<file path="src/rtl/bht_pkg.sv">
// bht_pkg: shared state, counter type and saturating arithmetic for the BHT port scheduler
package bht_pkg;
    typedef enum logic [1:0] {INIT, RUN, UPD_RD, UPD_WR} state_e;
    typedef logic [1:0] cnt_t;
    localparam cnt_t CNT_WNT = 2'b01;
    function automatic cnt_t sat_update(cnt_t cnt, logic taken);
        return taken ? ((cnt == 2'b11) ? cnt : cnt + 2'b01)
                     : ((cnt == 2'b00) ? cnt : cnt - 2'b01);
    endfunction
endpackage

</file>
<file path="src/rtl/bht_update_fifo.sv">
// bht_update_fifo: small circular FIFO holding resolved branch updates until the port is free
module bht_update_fifo #(
    parameter int WIDTH = 5,
    parameter int DEPTH = 4
) (
    input  logic             clk_i,
    input  logic             rst_ni,
    input  logic             push_i,
    input  logic [WIDTH-1:0] data_i,
    input  logic             pop_i,
    output logic [WIDTH-1:0] head_o,
    output logic             full_o,
    output logic             empty_o
);
    localparam int PW = $clog2(DEPTH);
    localparam int CW = PW + 1;
    logic [WIDTH-1:0] mem_q [DEPTH];
    logic [PW-1:0]    wr_q, rd_q;
    logic [CW-1:0]    cnt_q;
    logic             do_push, do_pop;
    assign full_o  = (cnt_q == CW'(DEPTH));
    assign empty_o = (cnt_q == '0);
    assign do_push = push_i && !full_o;
    assign do_pop  = pop_i && !empty_o;
    assign head_o  = mem_q[rd_q];
    // pointers and occupancy; a simultaneous push and pop leaves the count unchanged
    always_ff @(posedge clk_i or negedge rst_ni) begin
        if (!rst_ni) begin
            wr_q  <= '0;
            rd_q  <= '0;
            cnt_q <= '0;
        end else begin
            wr_q  <= wr_q + PW'(do_push);
            rd_q  <= rd_q + PW'(do_pop);
            cnt_q <= cnt_q + CW'(do_push) - CW'(do_pop);
        end
    end
    // storage needs no reset: only slots below the occupancy count are ever read
    always_ff @(posedge clk_i) begin
        if (do_push) mem_q[wr_q] <= data_i;
    end
endmodule

</file>
<file path="src/rtl/bht_port_scheduler.sv">
// bht_port_scheduler: arbitrates one single-ported 2-bit BHT between lookups and queued updates
module bht_port_scheduler
    import bht_pkg::*;
#(
    parameter int ADDR_W     = 4,
    parameter int FIFO_DEPTH = 4
) (
    input  logic              clk,
    input  logic              rst,
    input  logic              lk_valid,
    input  logic [ADDR_W-1:0] lk_addr,
    output logic              lk_ready,
    output logic              lk_resp_valid,
    output logic              lk_taken,
    input  logic              up_valid,
    input  logic [ADDR_W-1:0] up_addr,
    input  logic              up_taken,
    output logic              up_ready,
    output logic              tbl_en,
    output logic              tbl_we,
    output logic [ADDR_W-1:0] tbl_addr,
    output logic [1:0]        tbl_wdata,
    input  logic [1:0]        tbl_rdata,
    output logic              init_done
);
    state_e            state_q, state_d;
    logic [ADDR_W-1:0] idx_q, idx_d, upd_addr_q, upd_addr_d;
    logic              upd_taken_q, upd_taken_d;
    logic              lk_resp_valid_q, lk_resp_valid_d;
    logic              fifo_full, fifo_empty, fifo_pop;
    logic [ADDR_W:0]   fifo_head;

    bht_update_fifo #(.WIDTH(ADDR_W + 1), .DEPTH(FIFO_DEPTH)) u_fifo (
        .clk_i   (clk),
        .rst_ni  (rst),
        .push_i  (up_valid),
        .data_i  ({up_taken, up_addr}),
        .pop_i   (fifo_pop),
        .head_o  (fifo_head),
        .full_o  (fifo_full),
        .empty_o (fifo_empty)
    );

    assign up_ready      = !fifo_full;
    assign init_done     = (state_q != INIT);
    assign lk_resp_valid = lk_resp_valid_q;
    assign lk_taken      = lk_resp_valid_q & tbl_rdata[1];

    // port arbitration: clear sweep, then lookups win unless the FIFO is full
    always_comb begin
        state_d         = state_q;
        idx_d           = idx_q;
        upd_addr_d      = upd_addr_q;
        upd_taken_d     = upd_taken_q;
        lk_resp_valid_d = 1'b0;
        fifo_pop        = 1'b0;
        lk_ready        = 1'b0;
        tbl_en          = 1'b0;
        tbl_we          = 1'b0;
        tbl_addr        = upd_addr_q;
        tbl_wdata       = CNT_WNT;
        case (state_q)
            INIT: begin
                tbl_en   = 1'b1;
                tbl_we   = 1'b1;
                tbl_addr = idx_q;
                idx_d    = idx_q + 1'b1;
                state_d  = (idx_q == '1) ? RUN : INIT;
            end
            RUN: begin
                lk_ready = !fifo_full;
                if (lk_valid && !fifo_full) begin
                    tbl_en          = 1'b1;
                    tbl_addr        = lk_addr;
                    lk_resp_valid_d = 1'b1;
                end else if (!fifo_empty) begin
                    fifo_pop                  = 1'b1;
                    {upd_taken_d, upd_addr_d} = fifo_head;
                    state_d                   = UPD_RD;
                end
            end
            UPD_RD: begin
                tbl_en  = 1'b1;
                state_d = UPD_WR;
            end
            UPD_WR: begin
                tbl_en    = 1'b1;
                tbl_we    = 1'b1;
                tbl_wdata = sat_update(tbl_rdata, upd_taken_q);
                state_d   = RUN;
            end
            default: state_d = INIT;
        endcase
    end

    // state, sweep index, latched update entry and response flag
    always_ff @(posedge clk or negedge rst) begin
        if (!rst) begin
            state_q         <= INIT;
            idx_q           <= '0;
            upd_addr_q      <= '0;
            upd_taken_q     <= 1'b0;
            lk_resp_valid_q <= 1'b0;
        end else begin
            state_q         <= state_d;
            idx_q           <= idx_d;
            upd_addr_q      <= upd_addr_d;
            upd_taken_q     <= upd_taken_d;
            lk_resp_valid_q <= lk_resp_valid_d;
        end
    end
endmodule

</file>
<file path="config.mk">
export PLATFORM = sky130hd
export DESIGN_NAME = bht_port_scheduler
export DESIGN_NICKNAME = d
export VERILOG_FILES = /design/src/rtl/bht_pkg.sv /design/src/rtl/bht_update_fifo.sv /design/src/rtl/bht_port_scheduler.sv
export SDC_FILE = /design/constraint.sdc
export NUM_CORES = 1
export LEC_CHECK = 0
export BUFFER_PORTS_ARGS = -buffer_cell sky130_fd_sc_hd__buf_2
export CAP_MARGIN = 20
export CORE_UTILIZATION = 59
export CTS_CLUSTER_SIZE = 24
export DETAILED_ROUTE_END_ITERATION = 7
export PLACE_DENSITY = 0.85
export SKIP_CTS_REPAIR_TIMING = 1
export SYNTH_ARGS = -nofsm -noshare
export SYNTH_HDL_FRONTEND = slang
export SYNTH_SLANG_ARGS = --single-unit
</file>
<file path="constraint.sdc">
create_clock -name clk -period 5.5 [get_ports clk]
set_input_delay 0.275 -clock clk [delete_from_list [all_inputs] [get_ports clk]]
set_output_delay 0.275 -clock clk [all_outputs]
set_load 0.01 [all_outputs]
</file>
==> Word level (Yosys, flattened, before mapping) <==
Memory sizes are Yosys's and may differ from the RTL's. A register that Yosys moved wholly into a read port is not among the register bits.
Cells that the tools add are included.
{ "word_totals": {"regBits": 14, "ramBits": 20, "inputBits": 15, "out_inout_bits": 13, "memories": 1} }
{ "op_classes": {"add_sub_neg": 7, "n_eq_ne": 8, "mux": 20, "bitwise_logic": 3, "reduce_logical": 14} }
{ "mem_list": {"columns": ["memory", "words", "word_bits", "read_ports", "rd_ports_with_merged_regs", "wr", "line", "source"], "rows": [
  ["u_fifo.mem_q", 4, 5, 1, 1, 1, "bht_update_fifo.sv:17", "logic [WIDTH-1:0] mem_q [DEPTH];"]
]} }
{ "op_table": {"columns": ["operator", "count"], "rows": [
  ["2-bit 2-to-1 mux", 6],
  ["1-bit 2-to-1 mux", 10],
  ["2-bit case mux with 4 select lines", 1],
  ["4-bit case mux with 2 select lines", 1],
  ["2-bit equality test, second input constant", 3],
  ["2-bit by 1-bit adder with 2-bit output", 2],
  ["4-bit by 1-bit adder with 4-bit output, second input constant", 1],
  ["4-bit equality test, second input constant", 1],
  ["2-bit zero test", 2],
  ["4-bit 2-to-1 mux", 1],
  ["2-bit != test, second input constant", 2],
  ["3-bit by 1-bit adder with 3-bit output", 1],
  ["3-bit equality test, second input constant", 1],
  ["1-bit logical AND", 3],
  ["1-bit zero test", 3],
  ["3-bit zero test", 1],
  ["3-bit AND reduction", 1],
  ["3-bit OR reduction", 1],
  ["3-bit by 1-bit subtractor with 3-bit output", 1],
  ["2-bit by 1-bit adder with 2-bit output, second input constant", 1],
  ["2-bit by 1-bit equality test with 1-bit output, second input constant", 1],
  ["1-bit NOT", 2],
  ["1-bit case mux with 2 select lines", 1],
  ["2-bit AND reduction", 1],
  ["4 further kinds", 4]
]} }

==> Depth between registers and ports, before layout <==
Gate-level depths: netlist (run 1).
{ "depth": {"word_depth": 7, "mapped_depth": 10, "ltp_nobuf": 9} }

==> Hierarchy <==
Synthesis (run 1) repeated with hierarchy kept, for this count alone.
{ "unflattened": {"hier_cells": 129, "area_unflattened_um2": 1856.8} }
{ "by_module_without_submodules": {"columns": ["module", "n_inst", "cells_per_inst", "area_per_inst_um2", "seq_area_each_um2"], "rows": [
  ["bht_update_fifo", 1, 60, 1126.1, 775.7],
  ["bht_port_scheduler", 1, 69, 730.7, 300.3]
]} }

==> Least setup slack after synthesis (run 1) <==
No wires, ideal clock.
{ "synth_timing": {"kind": "register -> register", "start": "register state_q[1]", "end": "register u_fifo.cnt_q[2]", "setup_time_ps": 123, "arrival_ps": 1950, "t_required_ps": 5377, "path_slack_ps": 3427, "stages_incl_launch_ff": 11, "n_path_buf": 1, "period_less_slack_ps": 2073, "cell_sequence": "dfrtp_1 -> inv_1 -> ha_1 -> clkbuf_1 -> o21ai_0 -> a32oi_1 -> ha_1 -> inv_1 -> fa_1 -> xnor2_1 -> xnor2_1"} }
{ "synth_between": {"elab_chain_cells": 4} }
{ "synth_lines": {"columns": ["item", "line", "source"], "rows": [
  ["start: declaration", "bht_port_scheduler.sv:26", "state_e state_q, state_d;"],
  ["start signal: assignment", "bht_port_scheduler.sv:105", "state_q <= state_d;"],
  ["2-bit by 1-bit equality test with 1-bit output", "bht_port_scheduler.sv:62", "case (state_q)"],
  ["1-bit 2-to-1 mux", "bht_port_scheduler.sv:62", null],
  ["1-bit logical AND", "bht_update_fifo.sv:24", "assign do_pop = pop_i && !empty_o;"],
  ["3-bit by 1-bit subtractor with 3-bit output", "bht_update_fifo.sv:35", "cnt_q <= cnt_q + CW'(do_push) - CW'(do_pop);"],
  ["end signal: assignment", "bht_update_fifo.sv:35", null],
  ["end: declaration", "bht_update_fifo.sv:19", "logic [CW-1:0] cnt_q;"]
]} }
No other way between the ends.
A chain may end at the register's enable or synchronous reset.

==> Final worst setup path (run 1) <==
{ "layout_timing": {"start": "register state_q[0]", "end": "output port tbl_addr[2]"} }
{ "layout_between": {"elab_chain_cells": 2, "word_cells_on_any_way": 3, "cone_classes": "eq/ne (1); mux (1); reduce/logical (1)"} }
{ "layout_lines": {"columns": ["item", "line", "source"], "rows": [
  ["2-bit by 1-bit equality test with 1-bit output or 2-bit zero test (tied branches)", "bht_port_scheduler.sv:62", null],
  ["4-bit case mux with 2 select lines (*)", "bht_port_scheduler.sv:62", null],
  ["end: declaration", "bht_port_scheduler.sv:21", "output logic [ADDR_W-1:0] tbl_addr,"]
]} }
Mark *: on every way between the ends. The rest lies on a longest branch, timed or not.

==> results of run 1 <==
==> area by class of cell <==
type | count | area, um^2 | share of cell area [%]
repair buffers | 28 | 145 | 7.23
clock inverters | 3 | 20.0 | 0.998
flip-flops and latches | 39 | 1080 | 53.6
inverters | 10 | 37.5 | 1.87
multi-input cells | 69 | 652 | 32.5
clock buffers | 5 | 37.5 | 1.87
well taps | 31 | 38.8 | 1.93
==> metal layers <==
layer	up-vias	track usage [%]	routed length (um)
met5	-	0	0
met4	0	10.5	50
met3	6	7.26	177
met2	42	32.4	1430
met1	523	25.6	1220
li1	504	-	-
==> flip-flops by register name, summed over array words and instances (netlist names) <==
signal / count
idx_q: 4
u_fifo.wr_q: 2
u_fifo.cnt_q: 3
upd_addr_q: 4
lk_resp_valid: 1
u_fifo.rd_q: 2
state_q: 2
upd_taken_q: 1
u_fifo.mem_q: 20
==> metrics by stage <==
step                utilization [%]  area (um^2)
floorplan                         -         1790
global placement               69.1         1940
detailed placement             69.1         1940
CTS                            71.2         2000
global route                   71.5         2010
finish                         71.5         2010
==> critical path, cell delays in order, from the launching register on <==
cell,delay [ps]
dfrtp_1,420
inv_1,80
ha_1,330
nor2b_1,180
a31oi_1,330
a221o_1,210
buf_2,130
==> power by group through the flow <==
stage | Sequential [uW] | Combinational, uW | Clock [uW]
2_1_floorplan | 475 | 369 | 0
3_3_place_gp | 507 | 441 | 0
3_5_place_dp | 517 | 462 | 0
4_1_cts | 510 | 466 | 151
5_1_grt | 523 | 510 | 159
6_report | 508 | 463 | 144
==> path summary, 6_finish.rpt <==
kind	start	endpoint	slack, ps
setup / recovery	state_q[0]$_DFFE_PN0P_	tbl_addr[2]	3200
hold / removal	up_taken	u_fifo.mem_q[0][4]$_DFFE_PP_	140
setup reg to reg	state_q[1]$_DFFE_PN0P_	u_fifo.cnt_q[2]$_DFF_PN0_	3220
hold reg to reg	idx_q[3]$_DFFE_PN0N_	idx_q[3]$_DFFE_PN0N_	510
max in group asynchronous	rst	u_fifo.wr_q[1]$_DFF_PN0_	4820
min in group asynchronous	rst	state_q[0]$_DFFE_PN0P_	370
==> cell usage in the layout, fill, tap and decap left out, types with 2 or more instances in the layout <==
cell	n
nor2_1	2
mux2_2	7
nand2_1	4
edfxtp_1	20
nand3_1	2
inv_1	9
and2_1	6
mux4_2	5
dfrtp_1	19
a221o_1	4
nor2b_1	2
nor3_1	2
xor2_1	2
clkbuf_4	5
clkinvlp_4	2
buf_2	27
xnor2_1	6
nor3b_1	2
ha_1	7
o21ai_0	4
==> logic make-up (layout without fill, tap and decap cells) <==
family / Yosys count / after routing / synth area share (%)
compound gates: 16 / 16 / 6.77
buf+inv: 15 / 46 / 3.56
mux: 13 / 13 / 11.2
simple gates: 24 / 24 / 8.45
fa+ha+maj: 8 / 8 / 6.01
xor+xnor: 8 / 8 / 3.91
flops: 39 / 39 / 60.1
==> impl_metrics.toml, run 1 <==
[status]
status = "complete, but fails checks"
violations = "design-rule violations"

[sta]
totalNegativeSetupSlack_ps = 0
fin_crit_ps = 2300
fin_crit_sh_pct = 41.8
hold_viol_final = 0
slew_violations = 0
finalClockSkew_ps = 15.2
setup_viol = 0
rsz0062_at_grt = "false"
worstMarginPinSlew_ps = 824
fin_ws_ps = 3200
fmax_mhz = 434
hold_ws_ps = 137
relSlewSlack_pct = 44.9

[die]
io_pins = 28
rows = 19
dieArea_um2 = 3260
die_x_um = 57.1
die_h_um = 57.1
start_util_pct = 63.9
core_area_um2 = 2810

[clock_network]
ctsLongestPathBuffers = 2
cts_tree = "yes"
cts_buffers = 5
path_clk_slew_ps = 120
clock-sinks = 39
root_buffer = "clkbuf_4"
clock_latency_ps = 350
h-tree-depth = 2

[critical_path]
worstPathRequired_ps = 5220
crit_path_start_kind = "flop"
end_kind = "output port"
reg2reg_depth = 9
crit_arrival_ps = 2030
crit_fanout = 11
crit_type = "reg2out"

[logic_synthesis]
ys_seq_area_share_pct = 60.1
syn-cell-area_um2 = 1790
synth_cells = 123
avgSynthCellArea_um2 = 14.6
synth.most_common_cell = "edfxtp_1"
synth_area_leaders = "edfxtp_1 (34%), dfrtp_1 (27%), mux4_2 (6.3%), ha_1 (4.9%), mux2_2 (4.4%)"
yosysTopAreaCellShare_pct = 33.5
yosys-top-cells-count = "edfxtp_1 (20), dfrtp_1 (19), inv_1 (9)"
synth-edff-count = 20
yosysTopAreaCell = "edfxtp_1"
synthArstFlopShare_pct = 48.7
ys.flop_type = "edfxtp_1"
yosys_warnings = 0
ys_seq_elements = 39
ys_types = 35
synth_nets = 146

[power_and_ir_drop]
p_sw_share_pct = 36.7
p_clk_share_pct = 12.9
power_frac_comb_pct = 41.5
p_int_uw = 706
power.switching_uw = 409
ir_drop_v = 0.000271
leakage_uw = 0.000840
seq_power_share_pct = 45.6
power_uw = 1110
p_per_area_nw_per_um2 = 556

[worst_hold_path]
min_path_type = "in2reg"
whs_path_depth = 1

[placement]
port_buffers = 27
dp_hpwl_um = 2140
dp.cells = 176
dp_worst_setup_slack_ps = 3260
gp_congestion = 0.805

[cells_and_area]
nets = 176
diodes = 0
final_layout_size_suffix_gt1_share_pct = 33.8
syn_to_final_growth_pct = 12.0
fin_cells = 185
fillers = 203

[routing]
wl_per_cell_um = 15.6
drc = 8
vias = 1075
dr.first_iter.drc_count = 23
drtPass1Iterations = 6
vias_per_cell = 5.81
routed_wl_um = 2880
ant_nets = 0

[global_routing]
grt_pass1_vias = 1067
grt_max_degree = 20
grt_usage_pct = 20.6
grt-ovfl-total = 0
grt_pass1_wl_um = 4830
antenna_found_initial = 0

[flow_run]
cap_violations = 0
Note: power is estimated with default switching activity, not from simulation.
==> run 2: changes to the inputs <==
Settings changed: CORE_UTILIZATION 59 to 55, PLACE_DENSITY 0.85 to 0.8.
Clock period 5.5 ns to 2.35 ns, I/O delays scaled along.
==> run 2 against run 1 <==
Critical endpoint unchanged. Largest power group unchanged. The run now ends clean. Cell area is 5.4% higher. Global-route usage is 1.3 points lower. Clock skew hardly changed. Count of clock-buffer cells in the layout stayed put. Critical path depth stayed put.
==> impl_metrics.toml, run 2 (synthesized netlist as in run 1, its figures left out) <==
[routing]
drtPass1Iterations = 3
vias = 1073
dr.first_iter.drc_count = 44
wl_per_cell_um = 13.8
ant_nets = 0
drc = 0
routed_wl_um = 2880
vias_per_cell = 5.16

[critical_path]
ff2ff_setup_slack_ps = 370
r2r-start = "state_q[1]$_DFFE_PN0P_"
timing.critical_path.from = "state_q[0]$_DFFE_PN0P_"
worstPathRequired_ps = 2230
crit_fanout = 11
crit_path_start_kind = "flop"
critical_path.max_stage_delay_ps = 420
critPathSlowestCell = "dfrtp_1"
crit_arrival_ps = 2020
crit_chain = "inv_1, ha_1, nor2b_1, a31oi_1, a221o_1, buf_2"
end_kind = "output port"
reg2reg_depth = 9
crit_type = "reg2out"

[cells_and_area]
nets = 186
layout_common_cells = "buf_2 (27), edfxtp_1 (20), dfrtp_1 (19), inv_1 (9)"
stdcell_area_um2 = 2120
top_register = "u_fifo.mem_q"
syn_to_final_growth_pct = 18.1
reg.largest.list = "u_fifo.mem_q x20, idx_q x4, upd_addr_q x4"
largest_register_ffs = 20
diodes = 0
final_layout_size_suffix_gt1_share_pct = 34.8
final_common_cell = "buf_2"

[sta]
hold_viol_final = 0
setup_viol = 0
fmax_mhz = 467
slew_violations = 0
finalClockSkew_ps = 14.9
fin_crit_ps = 2140
totalNegativeSetupSlack_ps = 0
relSlewSlack_pct = 71.7
rsz0062_at_grt = "false"
worstMarginPinSlew_ps = 425
fin_crit_sh_pct = 91.1

[die]
io_pins = 28
dieArea_um2 = 3490
rows = 20
start_util_pct = 58.2
core_area_um2 = 3080
die_x_um = 59.1
die_h_um = 59.1

[power_and_ir_drop]
ir_drop_v = 0.000667
power_frac_comb_pct = 42.0
power.switching_uw = 959
p_sw_share_pct = 36.2
p_clk_share_pct = 13.2
leakage_uw = 0.000891
p_per_area_nw_per_um2 = 1250
seq_power_share_pct = 44.7
p_int_uw = 1690

[placement]
gp_congestion = 0.804
dp_hpwl_um = 2170
port_buffers = 27
place_area_um2 = 1990

[worst_hold_path]
min_from = "lk_valid"
min_path_type = "in2reg"
whs_path_depth = 2

[global_routing]
grt_usage_pct = 19.4
grt_pass1_vias = 1055
grt-ovfl-total = 0
antenna_found_initial = 0
grt_pass1_wl_um = 4760
grt_max_degree = 20

[clock_network]
cts_buffers = 5
root_buffer = "clkbuf_4"
ctsLongestPathBuffers = 2
cts_tree = "yes"
h-tree-depth = 2
path_clk_slew_ps = 130
clock_latency_ps = 350
clock-sinks = 39

[flow_run]
cap_violations = 0

[status]
status = "finished clean"
run 2: worst paths after layout:
check | end
min in group asynchronous | state_q[1]$_DFFE_PN0P_
setup reg to reg | u_fifo.cnt_q[2]$_DFF_PN0_
setup / recovery | tbl_addr[2]
hold reg to reg | idx_q[0]$_DFFE_PN0N_
max in group asynchronous | u_fifo.wr_q[0]$_DFF_PN0_
hold / removal | lk_resp_valid$_DFF_PN0_
run 2: power by group through the flow:
stage	clock network, uW	registers (uW)	logic [uW]
floorplan	0	1110	863
global placement	0	1190	1070
detailed placement	0	1210	1120
CTS	367	1190	1130
global route	395	1230	1240
finish	351	1190	1120
run 2: worst max-delay path: cells and delay by family (launching register included):
| family | cells | cell delay (ps) |
|---|---|---|
| and+or+nand+nor | 1 | 180 |
| AOI/OAI and AO/OA | 2 | 560 |
| adders and majority gates | 1 | 320 |
| buffers and inverters | 2 | 200 |
| DFF | 1 | 420 |
run 2: stage by stage:
stage / worst slack (ps) / util, % / total power [uW] / cells / hold slack [ps]
after floorplan: 277 / - / 1970 / 123 / -178
after global placement: 445 / 64.8 / 2260 / 194 / 73.3
after detailed placement: 373 / 64.8 / 2330 / 194 / 85.7
after CTS: 174 / 66.8 / 2690 / 202 / -320
after global routing: 22.7 / 68.7 / 2870 / 208 / 77.4
final: 209 / 68.7 / 2650 / 208 / 106
run 2: layer usage:
metal	part of all wire (%)	global-route usage, %
met4	0	6.12
met5	0	0
met1	44	22.8
met2	53	33.6
met3	3.5	6.55
run 2: area by class of cell:
class | count | area (um^2)
clock buffer | 5 | 37.5
clock inverter | 3 | 25.0
fill | 237 | 962
inverter | 10 | 37.5
multi-input combinational | 69 | 652
sequential | 39 | 1080
tap | 44 | 55.1
timing repair buffer | 38 | 233
==> run 3: changes to the inputs <==
Settings changed: CORE_MARGIN set to 2, PLACE_DENSITY 0.8 to 0.78.
==> run 3 against run 2 <==
Critical path depth is the same. Non-clock buffer count unchanged. Die area up 6.9%. Final cell count unchanged. Sequential power is essentially flat. Register-to-register slack worse by 20 ps. First-iteration DRC count is 18% higher. Largest cell class unchanged.
==> impl_metrics.toml, run 3 (synthesized netlist as in run 1, its figures left out) <==
[placement]
dp_hpwl_um = 2140
port_buffers = 27
gp_congestion = 0.790

[cells_and_area]
top_register = "u_fifo.mem_q"
final_common_cell = "buf_2"
layout_common_cells = "buf_2 (27), edfxtp_1 (20), dfrtp_1 (19), inv_1 (9)"
syn_to_final_growth_pct = 18.0
diodes = 0
final_layout_size_suffix_gt1_share_pct = 34.8
multi_input_area_um2 = 652
reg.largest.list = "u_fifo.mem_q x20, idx_q x4, upd_addr_q x4"
largest_register_ffs = 20
fillers = 235
regArea_um2 = 1080
final_util_pct = 68.7
nets = 186

[global_routing]
grt-ovfl-total = 0
use_met3_pct = 6.93
grt_pass1_wl_um = 4900
antenna_found_initial = 0
grt_usage_pct = 18.9
top_usage_layer = "met2"
grt_pass1_vias = 1107
use_met1_pct = 22.7
grt_max_degree = 20
met2_usage_pct = 29.9

[die]
core_area_um2 = 3080
rows = 20
start_util_pct = 58.2
dieArea_um2 = 3730
io_pins = 28
die_x_um = 61.1
die_h_um = 61.1

[sta]
totalNegativeSetupSlack_ps = 0
slew_violations = 0
rsz0062_at_grt = "false"
fin_crit_sh_pct = 91.5
finalClockSkew_ps = 8.16
fin_crit_ps = 2150
relSlewSlack_pct = 72.8
worstMarginPinSlew_ps = 406
setup_viol = 0
hold_viol_final = 0
fmax_mhz = 465

[power_and_ir_drop]
leakage_uw = 0.000887
p_per_area_nw_per_um2 = 1260
p_sw_share_pct = 36.4
power_frac_comb_pct = 42.1
p_clk_share_pct = 13.2
power.switching_uw = 966
seq_power_share_pct = 44.7
p_int_uw = 1690
ir_drop_v = 0.000687

[critical_path]
r2r_end = "u_fifo.cnt_q[2]$_DFF_PN0_"
reg2reg_depth = 8
r2r-start = "state_q[0]$_DFFE_PN0P_"
ff2ff_setup_slack_ps = 350
crit_type = "reg2out"
end_kind = "output port"
worstPathRequired_ps = 2230
crit_fanout = 11
crit_path_start_kind = "flop"
crit_arrival_ps = 2030

[routing]
vias = 1088
vias_per_cell = 5.23
wl_per_cell_um = 13.6
drc = 0
routed_wl_um = 2820
dr.first_iter.drc_count = 52
ant_nets = 0
drtPass1Iterations = 4

[worst_hold_path]
whs_endpoint = "lk_resp_valid$_DFF_PN0_"
min_from = "lk_valid"
min_path_type = "in2reg"
whs_path_depth = 2

[clock_network]
ctsLongestPathBuffers = 2
root_buffer = "clkbuf_4"
cts_tree = "yes"
clock-sinks = 39
clock_latency_ps = 350
cts_buffers = 5
h-tree-depth = 2
path_clk_slew_ps = 120

[status]
status = "finished clean"

[flow_run]
cap_violations = 0
run 3: cell types whose count changed in the layout (fill, tap and decap cells not counted), sizes merged:
| cell | previous run | this run |
|---|---|---|
| clkinv | 2 | 0 |
| clkinvlp | 1 | 2 |
| inv | 10 | 11 |
run 3: worst max path at each step:
stage	from	end	slack [ps]	cells after the start
after global placement	state_q[1]$_DFFE_PN0P_	u_fifo.cnt_q[2]$_DFF_PN0_	450	9
after floorplan	state_q[1]$_DFFE_PN0P_	u_fifo.cnt_q[2]$_DFF_PN0_	280	10
after global routing	state_q[0]$_DFFE_PN0P_	tbl_addr[0]	4	6
after CTS	state_q[0]$_DFFE_PN0P_	tbl_addr[3]	160	6
final	state_q[0]$_DFFE_PN0P_	tbl_addr[3]	200	6
after detailed placement	state_q[1]$_DFFE_PN0P_	u_fifo.cnt_q[2]$_DFF_PN0_	360	9
run 3: area by class of cell:
| type | count | area share (%) |
|---|---|---|
| tap | 44 | 2.60 |
| clock inverter | 3 | 1.12 |
| inverter | 10 | 1.78 |
| multi-input combinational | 69 | 30.8 |
| sequential | 39 | 50.9 |
| timing repair buffer | 38 | 11.0 |
| clock buffer | 5 | 1.78 |
run 3: critical path: stages, from the launching register on:
cell and delay (ps):
dfrtp_1 430, inv_1 80, ha_1 330, nor2b_1 180, a31oi_1 330, a221o_1 210, buf_2 120
run 3: layer usage:
layer | routed length, um | part of all wire (%)
met1 | 1230 | 43
met3 | 160 | 5.7
met5 | 0 | 0
met2 | 1380 | 49
met4 | 58 | 2.1
run 3: power by group through the flow:
stage	registers [uW]	logic, uW	clock network, uW
2_1_floorplan	1110	863	0
3_3_place_gp	1190	1080	0
3_5_place_dp	1210	1120	0
4_1_cts	1190	1130	368
5_1_grt	1230	1250	400
6_report	1190	1120	352
run 3: per-stage QoR:
step           power [uW]  cells  cell area (um^2)  hold WS [ps]  setup WS, ps
5_1_grt              2880    208              2110          76.7          4.42
4_1_cts              2680    202              2050          -328           157
2_1_floorplan        1970    123              1790          -178           277
3_3_place_gp         2270    194              1990          72.7           445
3_5_place_dp         2330    194              1990          73.4           362
6_report             2660    208              2110           105           201
